### src/rtl/alu_pkg.sv
// rtl/alu_pkg.sv - shared op codes, widths and FSM states for the digit-serial ALU
package alu_pkg;

  localparam int OP_W = 3;

  localparam logic [OP_W-1:0] OP_ADD = 3'b000;
  localparam logic [OP_W-1:0] OP_SUB = 3'b001;
  localparam logic [OP_W-1:0] OP_AND = 3'b010;
  localparam logic [OP_W-1:0] OP_OR  = 3'b011;
  localparam logic [OP_W-1:0] OP_XOR = 3'b100;
  localparam logic [OP_W-1:0] OP_ADC = 3'b101;

  typedef enum logic {IDLE, RUN} state_t;

  function automatic logic is_arith(input logic [OP_W-1:0] o);
    return (o == OP_ADD) || (o == OP_SUB) || (o == OP_ADC);
  endfunction

endpackage

### src/rtl/alu_digit.sv
// rtl/alu_digit.sv - combinational DIGIT-bit ALU slice with carry chain
module alu_digit
  import alu_pkg::*;
#(
  parameter int DIGIT = 4
) (
  input  logic [DIGIT-1:0] a,
  input  logic [DIGIT-1:0] b,
  input  logic             cin,
  input  logic [OP_W-1:0]  op,
  output logic [DIGIT-1:0] res,
  output logic             cout,
  output logic             msb_cin
);

  logic [DIGIT-1:0] bb;
  logic [DIGIT-1:0] sum;
  logic             c;

  always_comb begin
    res     = '0;
    cout    = 1'b0;
    msb_cin = 1'b0;
    sum     = '0;
    bb      = (op == OP_SUB) ? ~b : b;
    c       = cin;
    // msb_cin is the carry entering the top bit; XOR with cout gives signed overflow
    for (int i = 0; i < DIGIT; i++) begin
      sum[i] = a[i] ^ bb[i] ^ c;
      if (i == DIGIT - 1) msb_cin = c;
      c = (a[i] & bb[i]) | (c & (a[i] ^ bb[i]));
    end
    case (op)
      OP_ADD, OP_SUB, OP_ADC: begin
        res  = sum;
        cout = c;
      end
      OP_AND:  res = a & b;
      OP_OR:   res = a | b;
      OP_XOR:  res = a ^ b;
      default: begin
        res     = '0;
        msb_cin = 1'b0;
      end
    endcase
  end

endmodule

### src/rtl/alu_serial.sv
// rtl/alu_serial.sv - digit-serial ALU with start/busy/done handshake and registered flags
module alu_serial
  import alu_pkg::*;
#(
  parameter int WIDTH = 16,
  parameter int DIGIT = 4
) (
  input  logic             clk,
  input  logic             rst,
  input  logic             start,
  input  logic [OP_W-1:0]  op,
  input  logic [WIDTH-1:0] X,
  input  logic [WIDTH-1:0] Y,
  output logic [WIDTH-1:0] Z,
  output logic             carry,
  output logic             sign,
  output logic             zero,
  output logic             parity,
  output logic             overflow,
  output logic             busy,
  output logic             done
);

  localparam int N  = WIDTH / DIGIT;
  localparam int CW = (N + 1 > 1) ? $clog2(N + 1) : 1;

  state_t           state, state_nxt;
  logic [WIDTH-1:0] a_sr, b_sr, r_sr, r_nxt;
  logic [OP_W-1:0]  op_r;
  logic             cin_r;
  logic [CW-1:0]    cnt;
  logic             last;
  logic [DIGIT-1:0] d_res;
  logic             d_cout, d_msb_cin;

  alu_digit #(.DIGIT(DIGIT)) u_digit (
    .a       (a_sr[DIGIT-1:0]),
    .b       (b_sr[DIGIT-1:0]),
    .cin     (cin_r),
    .op      (op_r),
    .res     (d_res),
    .cout    (d_cout),
    .msb_cin (d_msb_cin)
  );

  assign last  = (cnt == CW'(N - 1));
  assign busy  = (state == RUN);
  // new digit enters at the top so the LSB digit ends up at bit 0 after N shifts
  assign r_nxt = (r_sr >> DIGIT) | (WIDTH'(d_res) << (WIDTH - DIGIT));

  always_comb begin
    state_nxt = state;
    case (state)
      IDLE:    if (start) state_nxt = RUN;
      RUN:     if (last) state_nxt = IDLE;
      default: state_nxt = IDLE;
    endcase
  end

  always_ff @(posedge clk) begin
    if (rst) begin
      state    <= IDLE;
      a_sr     <= '0;
      b_sr     <= '0;
      r_sr     <= '0;
      op_r     <= '0;
      cin_r    <= 1'b0;
      cnt      <= '0;
      Z        <= '0;
      carry    <= 1'b0;
      sign     <= 1'b0;
      zero     <= 1'b0;
      parity   <= 1'b0;
      overflow <= 1'b0;
      done     <= 1'b0;
    end else begin
      state <= state_nxt;
      done  <= 1'b0;
      if (state == IDLE && start) begin
        a_sr  <= X;
        b_sr  <= Y;
        op_r  <= op;
        cin_r <= (op == OP_SUB) ? 1'b1 : ((op == OP_ADC) ? carry : 1'b0);
        cnt   <= '0;
      end else if (state == RUN) begin
        a_sr  <= a_sr >> DIGIT;
        b_sr  <= b_sr >> DIGIT;
        r_sr  <= r_nxt;
        cin_r <= d_cout;
        cnt   <= cnt + CW'(1);
        if (last) begin
          Z        <= r_nxt;
          carry    <= is_arith(op_r) & d_cout;
          overflow <= is_arith(op_r) & (d_msb_cin ^ d_cout);
          sign     <= r_nxt[WIDTH-1];
          zero     <= (r_nxt == '0);
          parity   <= ~^r_nxt;
          done     <= 1'b1;
        end
      end
    end
  end

endmodule

### config.mk
export PLATFORM = sky130hd
export DESIGN_NAME = alu_serial
export DESIGN_NICKNAME = d
export VERILOG_FILES = /design/src/rtl/alu_pkg.sv /design/src/rtl/alu_digit.sv /design/src/rtl/alu_serial.sv
export SDC_FILE = /design/constraint.sdc
export NUM_CORES = 1
export LEC_CHECK = 0
export BUFFER_PORTS_ARGS = -buffer_cell sky130_fd_sc_hd__buf_2
export CORE_MARGIN = 2
export CORE_UTILIZATION = 30
export DETAILED_ROUTE_END_ITERATION = 16
export PLACE_DENSITY = 0.52
export REMOVE_ABC_BUFFERS = 1
export SLEW_MARGIN = 15
export SYNTH_ARGS = -nofsm -noshare
export SYNTH_HDL_FRONTEND = slang
export SYNTH_HIERARCHICAL = 1
export SYNTH_SLANG_ARGS = --single-unit
### constraint.sdc
create_clock -name clk -period 4.9 [get_ports clk]
set_clock_uncertainty 0.05 [all_clocks]
set_input_delay 1.225 -clock clk [delete_from_list [all_inputs] [get_ports clk]]
set_output_delay 1.225 -clock clk [all_outputs]
set_load 0.01 [all_outputs]
==> impl_metrics.csv <==
group,metric,value,unit
status,status,"completed",
global_route,antenna_found_initial,0,
worst_setup_path,critPathBufInv,3,
sta,final-hold-violation-count,0,
worst_setup_path,endpoint_kind,"flop",
layout,diodes,0,
detailed_routing,vias,2625,
sta,tightest_slew,1.08,ns
cts,clk_latency,0.33,ns
worst_setup_path,crit_path_max_fanout,18,
power_and_ir_drop,pwr-share-seq,41.7,%
global_route,grt.total_usage,12.1,%
cts,path_clk_slew,0.06,ns
cts,root_buffer,"clkbuf_16",
cts,numCtsBuffers,9,
detailed_routing,vias_per_cell,4.52,
sta,max_freq,258,MHz
cts,clock_path_buffers,2,
worst_setup_path,critical-path-top-delay-family,"adder cells",
layout,fillers,1204,
power_and_ir_drop,power_frac_comb,12.6,%
yosys,synth_edf_count,0,
global_route,grt_pass1_wl,12500,µm
yosys,synth_seq_cells,73,
yosys,yosys_warnings,6,
worst_setup_path,worstSetupPathDepth,16,
detailed_routing,drt_iter0_drc,128,
sta,drv_slew,0,
cts,cts_resized,0,
yosys,async_reset_ff_share,0,%
worst_setup_path,startpoint_type,"flop",
yosys,netlist_instances,382,
die,die_area,12900,µm²
detailed_routing,drtPass1Iterations,4,
die,rows,40,
detailed_routing,drc,0,
power_and_ir_drop,switchingPower,0.375,mW
yosys,netlist_area,3600,µm²
power_and_ir_drop,clockPowerShare,45.7,%
sta,period_share,79.1,%
worst_setup_path,cpPeakStageDelay,0.73,ns
cts,cts.sinks,73,
die,die_h,114,µm
placement,place_ws,1.01,ns
layout,final_cell_mix,"nor2_1, dfxtp_1, buf_2",
cts,cts_tree,"yes",
layout,drive_gt1_share,19.6,%
worst_setup_path,crit_end,"parity$_SDFFE_PP0P_",
layout,num-nets-final,489,
cts,postCtsHoldBufs,0,
layout,final_common_cell,"nor2_1",
placement,dp_hpwl,4990,µm
yosys,synthFlopType,"dfxtp_1",
power_and_ir_drop,switching_share,24.3,%
power_and_ir_drop,internal-power,1.17,mW
worst_setup_path,r2r-end,"parity$_SDFFE_PP0P_",
detailed_routing,antenna_left,0,
worst_setup_path,cpMaxStageDelayCell,"dfxtp_1",
detailed_routing,totalWireLength,7210,µm
sta,rsz0062_at_grt,"false",
power_and_ir_drop,p_leak,1.90,nW
global_route,grt_pass1_vias,2583,
layout,synthToLayoutAreaGrowth,17.6,%
die,core_area,11900,µm²
sta,layout_setup_ws,1.02,ns
power_and_ir_drop,p_per_area,365,nW/µm²
yosys,yosysSeqAreaShare,40.6,%
sta,max-slew-margin-rel,27.8,%
global_route,grt_max_degree,48,
yosys,syn_avg_cell_area,9.42,µm²
placement,place_congestion,0.800,
cts,htreeDepth,3,
cts,cts_setup_buffers,0,
placement,portBuffers,60,
worst_setup_path,cp-startpoint,"op_r[1]$_SDFFE_PP0P_",
power_and_ir_drop,vdd_drop_max,0.235,mV
worst_setup_path,critical_path.cell_chain,"nor3_4, xnor2_1, fa_1, inv_1, fa_1, fa_1, inv_1, fa_1, o21ai_0, nand3_1, inv_1, ha_1, xnor2_1, xnor2_1, xnor2_1, a22o_1",
die,io_pins,61,
worst_hold_path,hold_path.class,"reg -> reg",
worst_setup_path,arrival,4.06,ns
worst_hold_path,holdPathStages,1,
worst_setup_path,reg2regPathDepth,16,
worst_setup_path,r2r_setup_slack,1.02,ns
sta,finalSetupViolations,0,
worst_setup_path,crit_required,5.08,ns
global_route,grt_remaining_overflow,0,
run,drv_cap,0,
sta,final.setup.tns,0,ns
detailed_routing,wl_per_cell,12.4,µm
yosys,ys_types,40,
worst_setup_path,reg2reg_from,"op_r[1]$_SDFFE_PP0P_",
die,initial_core_util,30.3,%
sta,fin_crit,3.88,ns
worst_setup_path,worstSetupPathType,"reg -> reg",
die,die_x,114,µm
[per-layer routing]
| metal | GRT usage [%] | share of wire, % | wire length [µm] | vias up |
|---|---|---|---|---|
| met5 | 0 | 0 | 0 | - |
| met4 | 3.41 | 1.2 | 89 | 0 |
| met3 | 4.73 | 6.3 | 451 | 9 |
| met2 | 19.2 | 44 | 3190 | 55 |
| met1 | 15.4 | 48 | 3480 | 1188 |
| li1 | - | - | - | 1373 |
[registers in the layout (all words and copies together) (netlist names)]
signal and count:
a_sr 16, zero 1, cnt 3, done 1, Z 16, busy 1
carry 1, op_r 3, r_sr 12, parity 1, overflow 1, b_sr 16
cin_r 1
[layout make-up]
type,count,area (µm²),area share (%)
inverters,33,124,2.93
multi-input cells,250,1820,43.1
clock inverters,5,78.8,1.86
flip-flops and latches,73,1460,34.6
well taps,147,184,4.35
repair buffers,62,315,7.45
clock buffers,11,243,5.74
[how the worst min path moves through the flow]
stage	start	to	slack, ns
after CTS	Z[5]$_SDFFE_PP0P_	Z[5]$_SDFFE_PP0P_	0.43
after global placement	Z[4]$_SDFFE_PP0P_	Z[4]$_SDFFE_PP0P_	0.41
after detailed placement	Z[5]$_SDFFE_PP0P_	Z[5]$_SDFFE_PP0P_	0.42
after floorplan	a_sr[4]$_SDFFE_PP0P_	a_sr[0]$_SDFFE_PP0P_	0.40
final	Z[10]$_SDFFE_PP0P_	Z[10]$_SDFFE_PP0P_	0.42
after global routing	Z[5]$_SDFFE_PP0P_	Z[5]$_SDFFE_PP0P_	0.44
[cells in the mapped netlist (2+ instances only)]
cell type | n | area (µm²)
or3_1 | 4 | 25.0
nor3_1 | 3 | 15.0
inv_1 | 32 | 120
nand3_1 | 2 | 10.0
mux2i_1 | 46 | 460
and3b_1 | 4 | 35.0
xnor2_1 | 11 | 96.3
a22o_1 | 20 | 175
buf_2 | 7 | 35.0
fa_1 | 4 | 80.1
o21ai_0 | 2 | 10.0
ha_1 | 18 | 225
o21ai_1 | 2 | 10.0
clkbuf_1 | 3 | 11.3
nor2_1 | 77 | 289
nand3b_1 | 4 | 30.0
buf_4 | 8 | 60.1
a21oi_1 | 31 | 155
a211oi_1 | 3 | 22.5
nand2b_1 | 2 | 12.5
nand4_1 | 2 | 12.5
buf_6 | 7 | 78.8
dfxtp_1 | 73 | 1460
[power by group through the flow]
stage	Clock, mW	Sequential (mW)	Combinational (mW)
floorplan	0	0.655	0.137
global placement	0	0.657	0.195
detailed placement	0	0.658	0.197
CTS	0.721	0.645	0.198
global route	0.747	0.649	0.226
finish	0.706	0.645	0.195
[stage by stage]
step | hold slack (ns) | cells | util [%] | power [mW] | cell area, µm²
after floorplan | 0.404 | 356 | - | 0.792 | 3410
after global placement | 0.408 | 565 | 33.0 | 0.852 | 3910
after detailed placement | 0.415 | 565 | 33.0 | 0.855 | 3910
after CTS | 0.428 | 581 | 35.7 | 1.56 | 4230
after global routing | 0.442 | 581 | 35.7 | 1.62 | 4230
final | 0.424 | 581 | 35.7 | 1.55 | 4230
[kinds of logic after synthesis]
logic type               after synthesis  share of synthesized area (%)
AO/OA/AOI/OAI                         63                           12.1
XOR/XNOR                              12                           2.92
adder cells (fa/ha/maj)               22                           8.48
buffers and inverters                 59                           8.69
flip-flops                            73                           40.6
multiplexers                          46                           12.8
AND/OR/NAND/NOR                      107                           14.4
Power figures use the tool's default switching activity.
